[src/rtl/rggen_apb_pkg.sv]
// rggen_apb_pkg: shared state encoding, status codes and sizing helper for APB initiators
package rggen_apb_pkg;

    typedef enum logic [1:0] {
        IDLE,
        SETUP,
        ACCESS,
        RESPONSE
    } rggen_apb_state_e;

    localparam logic [1:0] RGGEN_APB_OKAY    = 2'b00;
    localparam logic [1:0] RGGEN_APB_SLVERR  = 2'b10;
    localparam logic [1:0] RGGEN_APB_TIMEOUT = 2'b11;

    function automatic int counter_width(int cycles);
        return (cycles < 1) ? 1 : $clog2(cycles + 1);
    endfunction

endpackage

[src/rtl/rggen_timeout_counter.sv]
// rggen_timeout_counter: wait-cycle counter flagging the last allowed cycle; TIMEOUT_CYCLES=0 never expires
module rggen_timeout_counter
    import rggen_apb_pkg::*;
#(
    parameter int TIMEOUT_CYCLES = 256
) (
    input  logic clk,
    input  logic rst,
    input  logic clear,
    input  logic enable,
    output logic expired
);

    localparam int CW   = counter_width(TIMEOUT_CYCLES);
    localparam int LAST = (TIMEOUT_CYCLES == 0) ? 0 : TIMEOUT_CYCLES - 1;

    logic [CW-1:0] count_q;
    logic [CW-1:0] count_d;

    always_comb begin
        count_d = clear ? '0 : (enable && TIMEOUT_CYCLES != 0) ? count_q + CW'(1) : count_q;
        expired = (TIMEOUT_CYCLES != 0) && enable && (count_q == CW'(LAST));
    end

    always_ff @(posedge clk) begin
        if (rst) begin
            count_q <= '0;
        end else begin
            count_q <= count_d;
        end
    end

endmodule

[src/rtl/rggen_apb_requester.sv]
// rggen_apb_requester: single-outstanding APB4 initiator with bounded ACCESS-phase wait
module rggen_apb_requester
    import rggen_apb_pkg::*;
#(
    parameter int ADDRESS_WIDTH  = 16,
    parameter int DATA_WIDTH     = 32,
    parameter int TIMEOUT_CYCLES = 256
) (
    input  logic                      clk,
    input  logic                      rst,
    input  logic                      i_command_valid,
    output logic                      o_command_ready,
    input  logic                      i_write,
    input  logic [ADDRESS_WIDTH-1:0]  i_address,
    input  logic [2:0]                i_pprot,
    input  logic [DATA_WIDTH/8-1:0]   i_strobe,
    input  logic [DATA_WIDTH-1:0]     i_write_data,
    output logic                      o_response_valid,
    input  logic                      i_response_ready,
    output logic [DATA_WIDTH-1:0]     o_read_data,
    output logic [1:0]                o_status,
    output logic [ADDRESS_WIDTH-1:0]  o_paddr,
    output logic [2:0]                o_pprot,
    output logic                      o_psel,
    output logic                      o_penable,
    output logic                      o_pwrite,
    output logic [DATA_WIDTH-1:0]     o_pwdata,
    output logic [DATA_WIDTH/8-1:0]   o_pstrb,
    input  logic                      i_pready,
    input  logic [DATA_WIDTH-1:0]     i_prdata,
    input  logic                      i_pslverr
);

    localparam int SW = DATA_WIDTH / 8;

    rggen_apb_state_e          state_q, state_d;
    logic                      command_ready_q, command_ready_d;
    logic                      psel_q, psel_d;
    logic                      penable_q, penable_d;
    logic                      pwrite_q, pwrite_d;
    logic [ADDRESS_WIDTH-1:0]  paddr_q, paddr_d;
    logic [2:0]                pprot_q, pprot_d;
    logic [DATA_WIDTH-1:0]     pwdata_q, pwdata_d;
    logic [SW-1:0]             pstrb_q, pstrb_d;
    logic                      response_valid_q, response_valid_d;
    logic [DATA_WIDTH-1:0]     read_data_q, read_data_d;
    logic [1:0]                status_q, status_d;
    logic                      expired;

    rggen_timeout_counter #(
        .TIMEOUT_CYCLES (TIMEOUT_CYCLES)
    ) u_timeout (
        .clk     (clk),
        .rst     (rst),
        .clear   (state_q != ACCESS),
        .enable  ((state_q == ACCESS) && !i_pready),
        .expired (expired)
    );

    always_comb begin
        state_d          = state_q;
        command_ready_d  = command_ready_q;
        psel_d           = psel_q;
        penable_d        = penable_q;
        pwrite_d         = pwrite_q;
        paddr_d          = paddr_q;
        pprot_d          = pprot_q;
        pwdata_d         = pwdata_q;
        pstrb_d          = pstrb_q;
        response_valid_d = response_valid_q;
        read_data_d      = read_data_q;
        status_d         = status_q;
        unique case (state_q)
            IDLE: begin
                if (i_command_valid) begin
                    state_d         = SETUP;
                    command_ready_d = 1'b0;
                    psel_d          = 1'b1;
                    pwrite_d        = i_write;
                    paddr_d         = i_address;
                    pprot_d         = i_pprot;
                    pwdata_d        = i_write ? i_write_data : '0;
                    pstrb_d         = i_write ? i_strobe : '0;
                end
            end
            SETUP: begin
                state_d   = ACCESS;
                penable_d = 1'b1;
            end
            ACCESS: begin
                // a completion in the expiring cycle takes priority over the timeout
                if (i_pready || expired) begin
                    state_d          = RESPONSE;
                    psel_d           = 1'b0;
                    penable_d        = 1'b0;
                    response_valid_d = 1'b1;
                    status_d         = !i_pready ? RGGEN_APB_TIMEOUT : i_pslverr ? RGGEN_APB_SLVERR : RGGEN_APB_OKAY;
                    read_data_d      = (i_pready && !i_pslverr && !pwrite_q) ? i_prdata : '0;
                end
            end
            RESPONSE: begin
                if (i_response_ready) begin
                    state_d          = IDLE;
                    response_valid_d = 1'b0;
                    command_ready_d  = 1'b1;
                end
            end
            default: state_d = IDLE;
        endcase
    end

    always_ff @(posedge clk) begin
        if (rst) begin
            state_q          <= IDLE;
            command_ready_q  <= 1'b1;
            psel_q           <= 1'b0;
            penable_q        <= 1'b0;
            pwrite_q         <= 1'b0;
            paddr_q          <= '0;
            pprot_q          <= '0;
            pwdata_q         <= '0;
            pstrb_q          <= '0;
            response_valid_q <= 1'b0;
            read_data_q      <= '0;
            status_q         <= RGGEN_APB_OKAY;
        end else begin
            state_q          <= state_d;
            command_ready_q  <= command_ready_d;
            psel_q           <= psel_d;
            penable_q        <= penable_d;
            pwrite_q         <= pwrite_d;
            paddr_q          <= paddr_d;
            pprot_q          <= pprot_d;
            pwdata_q         <= pwdata_d;
            pstrb_q          <= pstrb_d;
            response_valid_q <= response_valid_d;
            read_data_q      <= read_data_d;
            status_q         <= status_d;
        end
    end

    assign o_command_ready  = command_ready_q;
    assign o_psel           = psel_q;
    assign o_penable        = penable_q;
    assign o_pwrite         = pwrite_q;
    assign o_paddr          = paddr_q;
    assign o_pprot          = pprot_q;
    assign o_pwdata         = pwdata_q;
    assign o_pstrb          = pstrb_q;
    assign o_response_valid = response_valid_q;
    assign o_read_data      = read_data_q;
    assign o_status         = status_q;

endmodule
[config.mk]
export PLATFORM = sky130hd
export DESIGN_NAME = rggen_apb_requester
export DESIGN_NICKNAME = d
export VERILOG_FILES = /design/src/rtl/rggen_apb_pkg.sv /design/src/rtl/rggen_timeout_counter.sv /design/src/rtl/rggen_apb_requester.sv
export SDC_FILE = /design/constraint.sdc
export NUM_CORES = 1
export LEC_CHECK = 0
export BUFFER_PORTS_ARGS = -buffer_cell sky130_fd_sc_hd__clkbuf_2
export CORE_MARGIN = 2
export CORE_UTILIZATION = 49
export CTS_BUF_LIST = sky130_fd_sc_hd__clkbuf_8 sky130_fd_sc_hd__clkbuf_16
export DETAILED_ROUTE_END_ITERATION = 10
export PLACE_DENSITY = 0.84
export REMOVE_ABC_BUFFERS = 1
export SLEW_MARGIN = 0
export SYNTH_ARGS = -nofsm -noshare
export SYNTH_HDL_FRONTEND = slang
export SYNTH_SLANG_ARGS = --single-unit
[constraint.sdc]
create_clock -name clk -period 3.9 [get_ports clk]
set_input_delay 0.78 -clock clk [delete_from_list [all_inputs] [get_ports clk]]
set_output_delay 0.78 -clock clk [all_outputs]
set_load 0.005 [all_outputs]
# After elaboration in Yosys (flattened, before gate mapping)

Cells that the tools add are included.
W data, S select, Z words.

Bits of input ports: 94
Bits in registers: 105
Word-level logic and storage cells: 62

Eq/ne operators: 8
$add $sub $neg: 1
Reductions and logical operators: 21
Muxes and demuxes: 19

Operator list:

| cell                  | number |
|---|---|
| $mux W32              | 2 |
| $reduce_and A3 Y1     | 4 |
| $mux W2               | 5 |
| $add A9 B1 Y9 const B | 1 |
| $eq A9 B8 Y1 const B  | 1 |
| $pmux W1 S2           | 4 |
| $pmux W2 S4           | 1 |
| $reduce_bool A2 Y1    | 4 |
| $mux W1               | 6 |
| $ne A2 B2 Y1 const B  | 3 |
| $reduce_and A2 Y1     | 3 |
| $eq A2 B2 Y1 const B  | 2 |
| $logic_and A1 B1 Y1   | 4 |
| $mux W4               | 1 |
| $logic_not A1 Y1      | 3 |
| $eq A2 B1 Y1 const B  | 1 |
| $logic_not A2 Y1      | 1 |
| $ne A2 B1 Y1 const B  | 1 |
| $reduce_or A2 Y1      | 1 |
| $logic_or A1 B1 Y1    | 1 |

# Logic depth before layout (Yosys ltp)

Gate-level depths: netlist of run 1.

Word-level depth: 6
Mapped depth: 8
Depth with buffers taken out: 7

# Hierarchy

From an unflattened synthesis of run 1, not the netlist that was laid out.

Cells, all modules: 413
Area, all modules: 3821.2 um^2

By module, submodules not included:

| module                | area an instance (um^2) | instances | cells each |
|---|---|---|---|
| rggen_apb_requester   | 3412.0                  | 1         | 367 |
| rggen_timeout_counter | 409.1                   | 1         | 46 |

# Worst setup path after synthesis of run 1

OpenSTA, ideal clock, no wires.

Path kind: input-to-reg
Start: in i_pready
End: reg u_timeout.count_q[4]
Path buffers: 1
Stages on the path: 4
Slack: 2264 ps
Library setup time: 70 ps
Data required time: 3830 ps
Arrival time: 1566 ps
Cell sequence: buf_2 nand4b_1 or3_1 a21oi_1

Word-level cells in the longest chain between the ends: 2

RTL lines:

| what                   | line                        | source |
|---|---|---|
| start: declaration     | rggen_apb_requester.sv:29   | `input logic i_pready,` |
| $logic_not A1 Y1       | -                           |  |
| $logic_and A1 B1 Y1    | rggen_apb_requester.sv:56   | `.enable ((state_q == ACCESS) && !i_pready),` |
| end signal: assignment | rggen_timeout_counter.sv:29 | `count_q <= count_d;` |
| end: declaration       | rggen_timeout_counter.sv:17 | `logic [CW-1:0] count_q;` |

No other way between the ends.
A chain may end at the register's enable or synchronous reset.

# Worst setup path in the final report of run 1

Start: reg u_timeout.count_q[0]
End: reg read_data_q[30], in the netlist o_read_data[30]

Word-level cells in the longest chain between the ends: 4

RTL lines:

| what                        | line                        | source |
|---|---|---|
| $eq A9 B8 Y1                | rggen_timeout_counter.sv:22 | `expired = (TIMEOUT_CYCLES != 0) && enable && (count_q == CW'(LAST));` |
| $logic_and A1 B1 Y1         | rggen_timeout_counter.sv:22 |  |
| $logic_or A1 B1 Y1          | rggen_apb_requester.sv:92   | `if (i_pready \|\| expired) begin` |
| $reduce_and A2 Y1 (no line) | -                           |  |
| end signal: assignment      | rggen_apb_requester.sv:137  | `read_data_q <= read_data_d;` |
| end: declaration            | rggen_apb_requester.sv:46   | `logic [DATA_WIDTH-1:0] read_data_q, read_data_d;` |

No other way between the ends.

==> results.toml, run 1 <==
[drt]
ant_nets = 0
drc = 0
detail_route.first_pass.iterations = 4
first_iter_violations = 151
detail_route.wirelength_um = 10100
detail_route.vias_per_cell = 5.25
post_drt_wl_per_cell_um = 14.0
vias = 3785

[layout]
mostFrequentLayoutCells = "186 x clkbuf_2, 105 x dfxtp_1, 80 x nand2_1"
syn_to_final_growth_pct = 29.2
insertedDiodeCount = 0
final.fill_count = 664
design.final.nets = 714
most_common_cell_after_layout_fill_and_taps_aside = "clkbuf_2"
drive_above_1_share = 0.342
post-route-util = 0.648

[timing]
fmax_ghz = 0.430
final_min_period_over_clock_period = 0.597
number_of_setup_violations_in_the_final_report = 0
relSlewSlack = 0.170
timing_worst_slew_pin_value_ns = 1.25
slew_viol_final = 0
timing.final.hold_violations = 0
finalWorstPathRequiredPeriod_ns = 2.33
setup-tns-final_ns = 0
rsz0062_at_grt = "false"
timing.clock.skew_ns = 0.0194

[logic_synthesis]
postSynthRegisterBits = 105
synth_edf_count = 0
mappedNetlistArea_um2 = 3850
yosysUniqueCellTypes = 37
synth_area_leaders = "dfxtp_1 55%, a21oi_1 8.8%, nand2_1 7.8%"
synth-seq-area-share = 0.545
synth_top_area_frac = 0.545
postSynthCellCount = 449
synth_top_area_cell = "dfxtp_1"
ys_dominant_reg_cell = "dfxtp_1"
synth-warning-count = 0
postSynth.asyncResetShare = 0
postSynthAreaPerCell_um2 = 8.59

[global_routing]
groute.layer.met2.usage = 0.399
grt_antenna_before_repair = 0
pin_count_of_the_biggest_net_entering_global_routing = 58
global_route_wire_length_before_repair_um = 15900
grt_pass1_vias = 3592
use_met3 = 0.0448
overflow = 0
top_usage_layer = "met2"
met1_resource_use_gr = 0.267
all_layer_gr_usage = 0.225

[placed_design]
detailedPlacementHpwl_um = 7080
gp_congestion = 0.745
portBuffers = 187

[clock_network]
cts.reportedPaths.clkPinSlew_ns = 0.10
ctsRootBufferMaster = "clkbuf_8"
cts-htree-levels = 3
clock_tree_from_tritoncts = "built"
post-cts-setup-buffer-count = 0
cts_bufs_inserted = 9
clkSinkCount = 105
ctsHoldBuffers = 0
cts-resized-gates = 0
clk_path_buf_depth = 2
worstSkewPairLatency_ns = 0.35

[min_path]
timing.hold.worst_path_depth = 2
holdCritStartpoint = "o_pwdata[9]"
worstHoldPathType = "flop to flop"
worst_hold_path.endpoint = "o_pwdata[9]"

[setup_path]
worstPathRequired_ns = 4.16
worst-r2r-cell-count = 7
timing.rr.start = "u_timeout.count_q[0]"
cp_data_arrival_time_ns = 2.59
critical_path_peak_fanout = 32
worstSetupPathType = "flop to flop"
critical_r2r_capture = "o_read_data[30]"
crit_path_start_kind = "flop"
crit_path_end_kind = "flop"
r2r_setup_slack_ns = 1.57

[outcome]
run_status = "completed"

[die]
total_die_area_um2 = 8590
core_region_area_um2 = 7690
row_count = 32
die_y_um = 92.7
top_ports = 188
dieWidth_um = 92.7
initial_utilization = 0.501

[pwr]
power_leakage_nw = 2.19
power.density_nw_per_um2 = 510
vdd_drop_max_v = 0.000291
report.power.total_mw = 2.54

[flow_run]
maxCapViolations = 0
==> worst max path at each step <==
stage / startpoint / endpoint / slack [ns]
floorplan: i_pslverr / o_read_data[0] / 0.23
global placement: i_pready / o_read_data[21] / 1.58
detailed placement: i_pready / o_read_data[13] / 1.51
CTS: u_timeout.count_q[0] / o_read_data[30] / 1.60
global route: u_timeout.count_q[0] / o_read_data[30] / 1.34
finish: u_timeout.count_q[0] / o_read_data[30] / 1.57
==> critical path, stage by stage, from the launching register on <==
cell,delay [ns]
dfxtp_1,0.35
ha_1,0.23
nand3_1,0.08
nor2_1,0.05
ha_1,0.23
o21ai_2,0.96
a22oi_1,0.15
nor2_1,0.19
==> kinds of logic (layout without fill, tap and decap cells) <==
family,Yosys count,count (layout),share of synthesized area
fa+ha+maj,6,6,0.0195
flops,105,105,0.545
xor+xnor,2,2,0.00454
compound gates,116,116,0.181
mux,1,1,0.00260
simple gates,177,177,0.201
buf+inv,42,212,0.0464
==> metal layers <==
metal | up-vias | wire length [µm]
li1 | 1864 | -
met1 | 1789 | 4090
met2 | 111 | 5260
met3 | 21 | 497
met4 | 0 | 240
met5 | - | 0
==> state kept, by name, summed over array words and instances (netlist names) <==
register	cells
o_read_data	32
o_response_valid	1
o_pwdata	32
o_pwrite	1
o_psel	1
o_penable	1
o_pprot	3
u_timeout.count_q	9
o_command_ready	1
o_pstrb	4
o_status	2
state_q	2
o_paddr	16
==> through the flow <==
stage / cells / setup WS (ns) / hold slack (ns) / area, µm²
2_1_floorplan: 412 / 0.232 / 0.442 / 3690
3_3_place_gp: 705 / 1.58 / 0.438 / 4810
3_5_place_dp: 705 / 1.51 / 0.445 / 4810
4_1_cts: 721 / 1.60 / 0.459 / 4980
5_1_grt: 721 / 1.34 / 0.478 / 4980
6_report: 721 / 1.57 / 0.458 / 4980
==> cell usage after synthesis (3+ instances only) <==
| cell type | n |
|---|---|
| inv_1 | 5 |
| dfxtp_1 | 105 |
| or3_1 | 3 |
| buf_2 | 14 |
| a21oi_1 | 68 |
| ha_1 | 6 |
| a22oi_1 | 32 |
| nand2_1 | 80 |
| buf_1 | 7 |
| clkbuf_1 | 15 |
| o21ai_0 | 3 |
| nand2b_1 | 4 |
| nor2_1 | 41 |
| nand3_1 | 39 |
==> where the power goes <==
group / total, mW / internal (mW) / switching, mW
registers: 1.27 / 1.20 / 0.0707
clock network: 0.592 / 0.233 / 0.359
logic: 0.680 / 0.264 / 0.415
total: 2.54 / 1.70 / 0.845
==> layout make-up <==
type	instances	area (µm²)	share of cell area
inverters	5	18.8	0.00377
well taps	102	128	0.0256
clock buffers	9	124	0.0249
flip-flops and latches	105	2100	0.422
repair buffers	191	966	0.194
multi-input cells	302	1590	0.320
clock inverters	7	48.8	0.00980
No activity file was read; power rests on OpenSTA's default activity.
==> inputs of run 2 (changes only) <==
--- a/config.mk
+++ b/config.mk
@@ -5,12 +5,13 @@
 export SDC_FILE = /design/constraint.sdc
 export NUM_CORES = 1
 export LEC_CHECK = 0
+export ABC_AREA = 1
 export BUFFER_PORTS_ARGS = -buffer_cell sky130_fd_sc_hd__clkbuf_2
 export CORE_MARGIN = 2
-export CORE_UTILIZATION = 49
+export CORE_UTILIZATION = 41
 export CTS_BUF_LIST = sky130_fd_sc_hd__clkbuf_8 sky130_fd_sc_hd__clkbuf_16
 export DETAILED_ROUTE_END_ITERATION = 10
-export PLACE_DENSITY = 0.84
+export PLACE_DENSITY = 0.75
 export REMOVE_ABC_BUFFERS = 1
 export SLEW_MARGIN = 0
 export SYNTH_ARGS = -nofsm -noshare
==> constraint.sdc (replaced) <==
create_clock -name clk -period 1.9 [get_ports clk]
set_input_delay 0.38 -clock clk [delete_from_list [all_inputs] [get_ports clk]]
set_output_delay 0.38 -clock clk [all_outputs]
set_load 0.005 [all_outputs]
==> results.toml, run 2 <==
[pwr]
report.power.total_mw = 5.47
vdd_drop_max_v = 0.000418
power_leakage_nw = 2.32
power.density_nw_per_um2 = 1050

[global_routing]
grt_antenna_before_repair = 0
met1_resource_use_gr = 0.233
pin_count_of_the_biggest_net_entering_global_routing = 53
grt_pass1_vias = 3651
groute.layer.met2.usage = 0.327
use_met3 = 0.0527
overflow = 0
global_route_wire_length_before_repair_um = 16200
all_layer_gr_usage = 0.193
top_usage_layer = "met2"

[layout]
syn_to_final_growth_pct = 32.0
multi_input_comb_area_um2 = 1600
drive_above_1_share = 0.325
design.final.nets = 790
post-route-util = 0.560
layout.area.seq_um2 = 2100
mostFrequentLayoutCells = "187 x clkbuf_2, 135 x nand2_1, 105 x dfxtp_1"
most_common_cell_after_layout_fill_and_taps_aside = "clkbuf_2"
final.fill_count = 945
insertedDiodeCount = 0

[die]
top_ports = 188
initial_utilization = 0.424
row_count = 35
total_die_area_um2 = 10400
die_y_um = 102
core_region_area_um2 = 9280
dieWidth_um = 102

[logic_synthesis]
synth_area_leaders = "dfxtp_1 53%, nand2_1 13%, a21oi_1 9.8%"
synth_edf_count = 0
synth-seq-area-share = 0.534
yosysUniqueCellTypes = 19
postSynthCellCount = 511
postSynthAreaPerCell_um2 = 7.71
post-synth-top-count-cell = "nand2_1"
synth_top_area_frac = 0.534
synth-warning-count = 0
synth_top_area_cell = "dfxtp_1"
ys_dominant_reg_cell = "dfxtp_1"
post_synth_most_frequent_cells = "136 x nand2_1, 105 x dfxtp_1, 77 x a21oi_1"
postSynthRegisterBits = 105
postSynth.asyncResetShare = 0
mappedNetlistArea_um2 = 3940

[timing]
timing_worst_slew_pin_value_ns = 0.618
timing.clock.skew_ns = 0.0104
fmax_ghz = 0.567
slew_viol_final = 0
timing.final.hold_violations = 0
relSlewSlack = 0.588
finalWorstPathRequiredPeriod_ns = 1.76
final_min_period_over_clock_period = 0.928
number_of_setup_violations_in_the_final_report = 0
rsz0062_at_grt = "false"

[setup_path]
cp_data_arrival_time_ns = 2.05
worstSetupPathType = "flop to flop"
r2r_setup_slack_ns = 0.14
critical_path_peak_fanout = 33
worstPathRequired_ns = 2.19
crit_path_start_kind = "flop"
crit_path_end_kind = "flop"

[clock_network]
clk_path_buf_depth = 2
clkSinkCount = 105
ctsRootBufferMaster = "clkbuf_8"
cts-htree-levels = 3
cts.reportedPaths.clkPinSlew_ns = 0.10
clock_tree_from_tritoncts = "built"
worstSkewPairLatency_ns = 0.36
ctsHoldBuffers = 0
cts_bufs_inserted = 9

[drt]
detail_route.wirelength_um = 10000
detail_route.first_pass.iterations = 5
vias = 3921
first_iter_violations = 144
post_drt_wl_per_cell_um = 12.2
ant_nets = 0
drc = 0
detail_route.vias_per_cell = 4.76

[outcome]
run_status = "completed"

[placed_design]
detailedPlacementHpwl_um = 7420
gp_congestion = 0.807
portBuffers = 187

[flow_run]
maxCapViolations = 0

[min_path]
worstHoldPathType = "input pin to flop"
run 2: changes by cell type after synthesis, sizes merged, moves of 3 or more:
cell    previous run  this run
clkbuf            15         7
nand2b             4         0
nand2             80       136
nand3             39        43
nor2              41        62
o21ai              4        27
inv                5        21
a22oi             32         0
or3                3         0
a21oi             69        77
run 2: worst paths after layout:
kind / from / end / depth (start not counted)
max: u_timeout.count_q[0] / o_read_data[10] / 8
min: i_write_data[19] / o_pwdata[19] / 3
max reg2reg: u_timeout.count_q[0] / o_read_data[10] / 8
min reg2reg: o_response_valid / o_response_valid / 2
run 2: layout make-up:
class	instances	area share
clock inverter	5	0.0116
inverter	21	0.0164
sequential	105	0.404
tap	129	0.0310
timing repair buffer	198	0.198
clock buffer	11	0.0291
timing repair inverter	1	0.00144
multi-input combinational	354	0.308
run 2: worst max-delay path: stages (launching register included):
cell	delay [ns]
dfxtp_1	0.34
ha_1	0.22
nand3_1	0.11
nor3_2	0.05
ha_2	0.19
o21ai_2	0.18
buf_4	0.34
nand2_1	0.11
a21oi_1	0.15
run 2: power by group:
group          internal [mW]  total (mW)  switching [mW]
Clock                  0.689        1.44           0.753
Combinational          0.562        1.43           0.863
Sequential              2.46        2.61           0.142
run 2: metal layers:
metal  wire length (µm)  vias up
li1                   -     2011
met1               4340     1755
met2               4800      135
met3                697       20
met4                183        0
met5                  0        -
run 2: through the flow:
stage                     instances  hold slack [ns]  TNS (ns)  instance area, µm²  setup WS, ns
final                           824            0.236         0                5200         0.137
after global routing            824            0.224         0                5200       0.00737
after CTS                       823            0.216         0                5170         0.113
after detailed placement        807            0.439         0                4960         0.127
after global placement          807            0.442         0                4960         0.240
after floorplan                 480            0.437    -34.90                3770        -0.452
run 2: cells by family (layout without fill, tap and decap cells):
| family | Yosys count | after routing | share of synthesized area |
|---|---|---|---|
| AOI/OAI and AO/OA | 104 | 104 | 0.133 |
| adders and majority gates | 6 | 6 | 0.0191 |
| buffers and inverters | 52 | 236 | 0.0632 |
| DFF | 105 | 105 | 0.534 |
| and+or+nand+nor | 244 | 244 | 0.251 |
run 2: timing repair:
action | CTS | global route
resized for setup | 0 | 6
setup endpoints to repair | 0 | 29
setup buffers | 0 | 0
==> inputs of run 3 (changes only) <==
--- a/config.mk
+++ b/config.mk
@@ -7,11 +7,14 @@
 export LEC_CHECK = 0
 export ABC_AREA = 1
 export BUFFER_PORTS_ARGS = -buffer_cell sky130_fd_sc_hd__clkbuf_2
+export CELL_PAD_IN_SITES_DETAIL_PLACEMENT = 1
+export CELL_PAD_IN_SITES_GLOBAL_PLACEMENT = 1
 export CORE_MARGIN = 2
-export CORE_UTILIZATION = 41
+export CORE_UTILIZATION = 29
 export CTS_BUF_LIST = sky130_fd_sc_hd__clkbuf_8 sky130_fd_sc_hd__clkbuf_16
 export DETAILED_ROUTE_END_ITERATION = 10
-export PLACE_DENSITY = 0.75
+export PLACE_DENSITY_LB_ADDON = 0.1
+export RECOVER_POWER = 50
 export REMOVE_ABC_BUFFERS = 1
 export SLEW_MARGIN = 0
 export SYNTH_ARGS = -nofsm -noshare
==> results.toml, run 3 (synthesis results as in run 2) <==
[outcome]
run_status = "completed"

[setup_path]
critPathMaxStageDelay_ns = 0.40
path_common_cell = "nand3_1"
critical_path.slowest_cell = "dfxtp_1"
worstPathRequired_ns = 2.18
cp_data_arrival_time_ns = 2.02
worstSetupPathType = "flop to flop"
worst-r2r-cell-count = 9
worst_path_bufs_invs = 2
critical_r2r_capture = "o_read_data[16]"
crit_path_end_kind = "flop"
critical_path_peak_fanout = 16
r2r_setup_slack_ns = 0.15
timing.rr.start = "u_timeout.count_q[1]"
crit_chain = "ha_4 -> nand3_1 -> nor3_2 -> ha_2 -> o21ai_2 -> inv_2 -> clkbuf_16 -> nand3_1 -> a21oi_1"
crit_path_start_kind = "flop"
crit_family = "flip-flops"

[timing]
fmax_ghz = 0.572
timing.final.hold_violations = 0
relSlewSlack = 0.640
final_min_period_over_clock_period = 0.920
slew_viol_final = 0
setup-tns-final_ns = 0
layout_setup_ws_ns = 0.152
timing.clock.skew_ns = 0.00520
timing_worst_slew_pin_value_ns = 0.540
number_of_setup_violations_in_the_final_report = 0
rsz0062_at_grt = "false"
finalWorstPathRequiredPeriod_ns = 1.75

[placed_design]
portBuffers = 187
detailedPlacementHpwl_um = 8870
dp_cells = 856
gp_congestion = 0.752
dp_worst_setup_slack_ns = 0.0403

[clock_network]
clock_tree_from_tritoncts = "built"
cts.reportedPaths.clkPinSlew_ns = 0.07
worstSkewPairLatency_ns = 0.34
cts_bufs_inserted = 9
ctsHoldBuffers = 0
cts-htree-levels = 3
ctsRootBufferMaster = "clkbuf_16"
clk_path_buf_depth = 2
clkSinkCount = 105

[pwr]
power.density_nw_per_um2 = 1100
report.power.total_mw = 5.83
vdd_drop_max_v = 0.000383
power_leakage_nw = 2.17

[drt]
vias = 3957
detail_route.first_pass.iterations = 4
detail_route.wirelength_um = 12300
post_drt_wl_per_cell_um = 14.1
first_iter_violations = 125
ant_nets = 0
detail_route.vias_per_cell = 4.53
drc = 0

[layout]
design.final.nets = 793
final.fill_count = 1725
drive_above_1_share = 0.231
most_common_cell_after_layout_fill_and_taps_aside = "nand2_1"
mostFrequentLayoutCells = "136 x nand2_1, 124 x clkbuf_2, 104 x dfxtp_1"
syn_to_final_growth_pct = 34.4
insertedDiodeCount = 0
instances_no_fill = 873

[die]
row_count = 42
core_region_area_um2 = 13200
total_die_area_um2 = 14500
top_ports = 188
die_y_um = 121
initial_utilization = 0.297
dieWidth_um = 121

[global_routing]
pin_count_of_the_biggest_net_entering_global_routing = 37
all_layer_gr_usage = 0.167
overflow = 0
global_route_wire_length_before_repair_um = 19200
grt_antenna_before_repair = 0
grt_pass1_vias = 3990

[min_path]
worst_hold_path.endpoint = "o_pwdata[29]"
timing.hold.worst_path_depth = 3
holdCritStartpoint = "i_write_data[29]"
worstHoldPathType = "input pin to flop"

[flow_run]
maxCapViolations = 0
run 3: through the flow:
step	hold slack [ns]	cell area, µm²	util
global placement	0.440	5050	0.381
CTS	0.241	5320	0.402
floorplan	0.437	3770	-
global route	0.255	5290	0.400
finish	0.254	5290	0.400
detailed placement	0.448	5050	0.381
run 3: final cells by class:
type / count / area (µm²) / area share
flip-flops and latches: 105 / 2100 / 0.397
multi-input cells: 354 / 1610 / 0.304
repair buffers: 202 / 1010 / 0.191
clock buffers: 11 / 253 / 0.0478
well taps: 176 / 220 / 0.0416
inverters: 21 / 78.8 / 0.0149
clock inverters: 4 / 21.3 / 0.00402
run 3: how the worst max path moves through the flow:
stage	cells past startpoint	slack, ns	endpoint	start
global route	9	0.03	o_read_data[18]	u_timeout.count_q[1]
detailed placement	9	0.04	o_read_data[26]	u_timeout.count_q[0]
floorplan	6	-0.45	o_psel	state_q[0]
global placement	9	0.16	o_read_data[4]	u_timeout.count_q[0]
CTS	9	0.008	o_read_data[8]	u_timeout.count_q[0]
finish	9	0.15	o_read_data[16]	u_timeout.count_q[1]
run 3: worst min-delay path: stages:
cell and delay, ns:
clkbuf_2 0.08, nand2_1 0.05, a21oi_1 0.05
run 3: what timing repair did:
| action | in CTS | in global routing |
|---|---|---|
| gates resized for setup | 0 | 5 |
| buffers inserted | 0 | 1 |
| endpoints found under the setup margin | 0 | 34 |
run 3: layer usage:
metal  track usage  vias to the layer above  part of all wire
met5             0                        -                 0
met4        0.0734                        0             0.019
met3        0.0561                       16             0.070
met2         0.275                      108              0.48
met1         0.198                     1821              0.43
li1              -                     2012                 -
run 3: power breakdown:
group	internal [mW]	switching (mW)
Combinational	0.564	0.914
Clock	0.945	0.804
Sequential	2.46	0.138
Total	3.97	1.86
